--- src/rtl/stream_classifier_if.sv ---
// Byte-stream handshake between a frame source and the stream classifier.
interface stream_classifier_if;
  logic [7:0] data_in;
  logic       data_valid;
  logic       data_last;
  logic       data_ready;

  modport master (output data_in, output data_valid, output data_last, input data_ready);
  modport slave  (input data_in, input data_valid, input data_last, output data_ready);
endinterface

--- src/rtl/stream_classifier.sv ---
// Frame classifier: checks a 4-byte signature and the total frame length,
// then pulses action_trigger on a match or frame_error on a malformed frame.
//
//   state | meaning
//   IDLE  | waiting for the first byte of a frame
//   HDR   | signature bytes 1..3 being compared
//   BODY  | header matched, counting payload until last
//   FLUSH | frame rejected, dropping bytes until last
//   FIRE  | one-cycle match pulse, input stalled
module stream_classifier #(
  parameter logic [31:0] SIG     = 32'hCAFEF00D,
  parameter int          MIN_LEN = 8,
  parameter int          MAX_LEN = 64
) (
  input  logic                 clk,
  input  logic                 rst_n,
  stream_classifier_if.slave   s,
  output logic                 action_trigger,
  output logic                 frame_error,
  output logic [15:0]          match_count
);

  typedef enum logic [2:0] {IDLE, HDR, BODY, FLUSH, FIRE} state_t;

  localparam logic [7:0] MIN_L = 8'(MIN_LEN);
  localparam logic [7:0] MAX_L = 8'(MAX_LEN);

  state_t     state_q, state_d;
  logic [7:0] len_q, len_d;
  logic [7:0] hdr_exp;
  logic       accept;
  logic       len_ok;
  logic       err_d;

  assign s.data_ready = (state_q != FIRE);
  assign accept       = s.data_valid && s.data_ready;

  always_comb begin
    len_d = len_q;
    if (accept) begin
      if (state_q == IDLE)
        len_d = 8'd1;
      else if (len_q != 8'hFF)
        len_d = len_q + 8'd1;
    end
  end

  // len_q holds how many header bytes were already taken, i.e. the next index
  always_comb begin
    case (len_q[1:0])
      2'd1:    hdr_exp = SIG[23:16];
      2'd2:    hdr_exp = SIG[15:8];
      default: hdr_exp = SIG[7:0];
    endcase
  end

  // A saturated counter means the real length is unknown and too long
  assign len_ok = (len_d != 8'hFF) && (len_d >= MIN_L) && (len_d <= MAX_L);

  always_comb begin
    state_d = state_q;
    err_d   = 1'b0;
    case (state_q)
      IDLE: begin
        if (accept) begin
          if (s.data_in == SIG[31:24]) begin
            if (s.data_last) err_d = 1'b1;
            else             state_d = HDR;
          end else if (!s.data_last) begin
            state_d = FLUSH;
          end
        end
      end
      HDR: begin
        if (accept) begin
          if (s.data_in == hdr_exp) begin
            if (len_q == 8'd3) begin
              if (!s.data_last) begin
                state_d = BODY;
              end else if (len_ok) begin
                state_d = FIRE;
              end else begin
                err_d   = 1'b1;
                state_d = IDLE;
              end
            end else if (s.data_last) begin
              err_d   = 1'b1;
              state_d = IDLE;
            end
          end else begin
            state_d = s.data_last ? IDLE : FLUSH;
          end
        end
      end
      BODY: begin
        if (accept && s.data_last) begin
          if (len_ok) begin
            state_d = FIRE;
          end else begin
            err_d   = 1'b1;
            state_d = IDLE;
          end
        end
      end
      FLUSH: begin
        if (accept && s.data_last) state_d = IDLE;
      end
      FIRE:    state_d = IDLE;
      default: state_d = IDLE;
    endcase
  end

  always_ff @(posedge clk or negedge rst_n) begin
    if (!rst_n) begin
      state_q        <= IDLE;
      len_q          <= 8'd0;
      action_trigger <= 1'b0;
      frame_error    <= 1'b0;
      match_count    <= 16'd0;
    end else begin
      state_q        <= state_d;
      len_q          <= len_d;
      action_trigger <= (state_d == FIRE);
      frame_error    <= err_d;
      if (state_d == FIRE && match_count != 16'hFFFF)
        match_count <= match_count + 16'd1;
    end
  end

endmodule
--- src/flat_wrapper.sv ---
// flat-port wrapper written by rule: the top's interface ports become plain ports
module stream_classifier_flat 
#(
  parameter logic [31:0] SIG     = 32'hCAFEF00D,
  parameter int          MIN_LEN = 8,
  parameter int          MAX_LEN = 64
)
  (clk, rst_n, action_trigger, frame_error, match_count, s_data_in, s_data_valid, s_data_last, s_data_ready);
  stream_classifier_if s_i ();
  input  logic clk;
  input  logic rst_n;
  output logic action_trigger;
  output logic frame_error;
  output logic [15:0] match_count;
  input wire logic [$bits(s_i.data_in)-1:0] s_data_in;
  input wire logic [$bits(s_i.data_valid)-1:0] s_data_valid;
  input wire logic [$bits(s_i.data_last)-1:0] s_data_last;
  output wire logic [$bits(s_i.data_ready)-1:0] s_data_ready;
  assign s_i.data_in = s_data_in;
  assign s_i.data_valid = s_data_valid;
  assign s_i.data_last = s_data_last;
  assign s_data_ready = s_i.data_ready;
  stream_classifier #(.SIG(SIG), .MIN_LEN(MIN_LEN), .MAX_LEN(MAX_LEN)) u_core (.clk(clk), .rst_n(rst_n), .s(s_i), .action_trigger(action_trigger), .frame_error(frame_error), .match_count(match_count));
endmodule
--- config.mk ---
export PLATFORM = sky130hd
export DESIGN_NAME = stream_classifier_flat
export DESIGN_NICKNAME = d
export VERILOG_FILES = /design/src/rtl/stream_classifier_if.sv /design/src/rtl/stream_classifier.sv /design/src/flat_wrapper.sv
export SDC_FILE = /design/constraint.sdc
export NUM_CORES = 1
export LEC_CHECK = 0
export BUFFER_PORTS_ARGS = -buffer_cell sky130_fd_sc_hd__buf_4
export CORE_ASPECT_RATIO = 1.75
export CORE_MARGIN = 3
export CORE_UTILIZATION = 35
export DETAILED_ROUTE_END_ITERATION = 8
export PLACE_DENSITY = 0.55
export SLEW_MARGIN = 20
export SYNTH_ARGS = -nofsm -noshare
export SYNTH_HDL_FRONTEND = slang
export SYNTH_SLANG_ARGS = --single-unit
--- constraint.sdc ---
create_clock -name clk -period 3.15 [get_ports clk]
set_clock_uncertainty 0.15 [all_clocks]
set_input_delay 0.315 -clock clk [delete_from_list [all_inputs] [get_ports clk]]
set_output_delay 0.315 -clock clk [all_outputs]
set_load 0.1 [all_outputs]
==> flow_summary_export.csv <==
group,metric,value,unit
run_status,status,"finished clean",
run,max_cap_viol_count,0,
place,hpwl,3.21,mm
worst_setup_path,reg2reg_depth,9,
worst_setup_path,required,3.16,ns
routing,antenna_left,0,
routing,via_per_inst,5.42,
logic_synthesis,postSynthCellCount,191,
clock_network,numCtsBuffers,5,
logic_synthesis,async_flop_share,100,%
global_route,overflow,0,
final_layout,syn_to_final_growth,20.2,%
worst_setup_path,reg2reg_to,"u_core.match_count[1]",
power,switching_share,37.6,%
timing,period_needed,2.82,ns
clock_network,cts_tree,"done",
timing,setup_tns,0,ns
routing,drtPass1Iterations,4,
floorplanning,core_area,5100,µm²
power,power_density,535,nW/µm²
routing,num_vias,1517,
logic_synthesis,ys_seq_area_share,38.4,%
logic_synthesis,yosys.cell_count.top_type,"dfrtp_1",
final_layout,design_area,2270,µm²
global_route,antenna_found_initial,0,
clock_network,clock_path_buffers,2,
floorplanning,chipHeight,103,µm
worst_setup_path,r2r_slack,0.33,ns
timing,min_period_over_period,89.4,%
place,gp_congestion,0.798,
logic_synthesis,synth_area_per_cell,9.90,µm²
logic_synthesis,yosys_warnings,0,
logic_synthesis,synth_top_cell_by_area,"dfrtp_1",
floorplanning,die_w,61.6,µm
power,ir_drop,0.479,mV
timing,rsz0062_at_grt,"false",
power,switching_power,0.457,mW
global_route,grt_pass1_wl,7.03,mm
clock_network,clock-sinks,29,
final_layout,num-nets-final,241,
floorplanning,ios,31,
timing,final-setup-viol-count,0,
timing,max_freq,0.355,GHz
logic_synthesis,synthTopCellsByArea,"dfrtp_1, xnor2_1, nand3_2, and3_1, nor2_1",
global_route,grtUsageTotal,14.8,%
routing,wire_per_inst,15.2,µm
worst_setup_path,critical_path_class,"reg2reg",
logic_synthesis,synth_ff_type,"dfrtp_1",
place,io_buffers,30,
clock_network,cts_resized,0,
place,place_area,2160,µm²
clock_network,htree_levels,2,
worst_hold_path,hold_class,"in2reg",
power,p_leak,1.04,nW
worst_setup_path,worstSetupStartpoint,"u_core.len_q[0]",
clock_network,insertion_delay,0.28,ns
power,clkPwrFrac,27.6,%
power,combinationalPowerShare,33.0,%
floorplanning,die-area,6350,µm²
routing,drc,0,
final_layout,postLayoutCoreUtil,44.5,%
clock_network,path_clk_slew,0.06,ns
power,intPower,0.759,mW
logic_synthesis,synth_fp_nets,207,
final_layout,drive_gt1_share,29.6,%
worst_setup_path,cp-endpoint,"u_core.match_count[1]",
timing,hold_viol,0,
timing,finalMaxSlewViolations,0,
power,seqPwrFrac,39.3,%
worst_setup_path,critPathCaptureType,"register",
routing,wl,4.25,mm
logic_synthesis,ys_ff_latch,29,
floorplanning,start_util,37.0,%
worst_setup_path,path_max_fanout,5,
logic_synthesis,synth-edff-count,0,
logic_synthesis,synth_top_area_share,38.4,%
logic_synthesis,yosys-top-cells-count,"dfrtp_1, nor2_1, xnor2_1",
logic_synthesis,synthDistinctLibCells,50,
final_layout,antenna_cells,0,
logic_synthesis,synth_area,1890,µm²
global_route,grt_pass1_vias,1530,
timing,tightestPinTransition,0.484,ns
global_route,grt_max_degree,30,
worst_setup_path,cp-start-kind,"register",
worst_setup_path,arrival,2.83,ns
worst_setup_path,r2r-start,"u_core.len_q[0]",
timing,max_slew_margin,67.7,%
floorplanning,std_cell_rows,34,
routing,drt_iter0_drc,17,
clock_network,cts-root-buf,"clkbuf_8",
final_layout,fillers,509,
cell usage in the layout (no fill, tap or decap), types with 5 or more instances in the layout:
cell / instances
nand3_2: 9
dfrtp_1: 29
inv_1: 9
buf_4: 34
nand3_1: 8
nor2_1: 15
nand2_1: 11
o21ai_0: 8
clkbuf_8: 7
a21oi_1: 5
xnor2_1: 14
and3_1: 9
nand4_1: 5
state kept, by name (all words and copies together), names as in the netlist:
name / count
u_core.len_q: 8
u_core.action_trigger: 1
u_core.match_count: 16
u_core.frame_error: 1
u_core.state_q: 3
worst max-delay path, cell delays in order, from the launching register on:
cell and delay (ns):
dfrtp_1 0.42, inv_1 0.10, ha_1 0.32, nor4bb_1 0.28, a22oi_1 0.18, nor4b_2 0.35
o21ai_0 0.22, nor2_4 0.20, and2_4 0.18, mux2_4 0.29
how the worst min path moves through the flow:
stage,to,slack [ns],cells after the start,start
floorplan,u_core.action_trigger,-0.13,0,rst_n
global placement,u_core.match_count[10],0.12,1,rst_n
detailed placement,u_core.match_count[10],0.12,1,rst_n
CTS,u_core.state_q[0],0.20,4,s_data_last
global route,u_core.state_q[1],0.26,3,s_data_last
finish,u_core.state_q[0],0.22,4,s_data_last
power groups by stage:
| stage | clock (mW) | combinational, mW | sequential (mW) |
|---|---|---|---|
| finish | 0.336 | 0.401 | 0.478 |
| floorplan | 0 | 0.280 | 0.514 |
| CTS | 0.352 | 0.407 | 0.477 |
| detailed placement | 0 | 0.402 | 0.484 |
| global placement | 0 | 0.405 | 0.481 |
| global route | 0.361 | 0.437 | 0.483 |
what timing repair did:
| item | 4_1_cts | 5_1_grt |
|---|---|---|
| hold buffers | 1 | 0 |
| endpoints found under the hold margin | 29 | 0 |
| setup buffers | 0 | 0 |
| endpoints found under the setup margin | 0 | 0 |
through the flow:
stage                     hold WS [ns]  worst slack [ns]  instances  power, mW
after global placement           0.116             0.404        271      0.886
after global routing             0.258             0.124        280       1.28
final                            0.217             0.334        280       1.22
after floorplan                 -0.131             0.421        191      0.794
after detailed placement         0.116             0.352        271      0.886
after CTS                        0.196             0.334        280       1.24
per-layer routing:
metal  GRT usage (%)  up-vias  routed length, µm
met5               0        -                  0
met2            25.9       31               2230
li1                -      756                  -
met4            7.68        0                 82
met3            2.36        7                157
met1            16.7      723               1780
area by class of cell:
| class | count | area, µm² | share of cell area (%) |
|---|---|---|---|
| multi-input combinational | 145 | 1080 | 47.5 |
| clock inverter | 1 | 5.00 | 0.220 |
| timing repair buffer | 35 | 265 | 11.7 |
| sequential | 29 | 726 | 31.9 |
| clock buffer | 7 | 96.3 | 4.24 |
| tap | 54 | 67.6 | 2.97 |
| inverter | 9 | 33.8 | 1.49 |
logic make-up after synthesis:
family          share of synthesized area [%]
mux                                      3.31
xor+xnor                                 7.88
compound gates                           11.1
buf+inv                                  4.57
fa+ha+maj                                2.65
simple gates                             32.2
flops                                    38.4
Power figures use the tool's default switching activity.
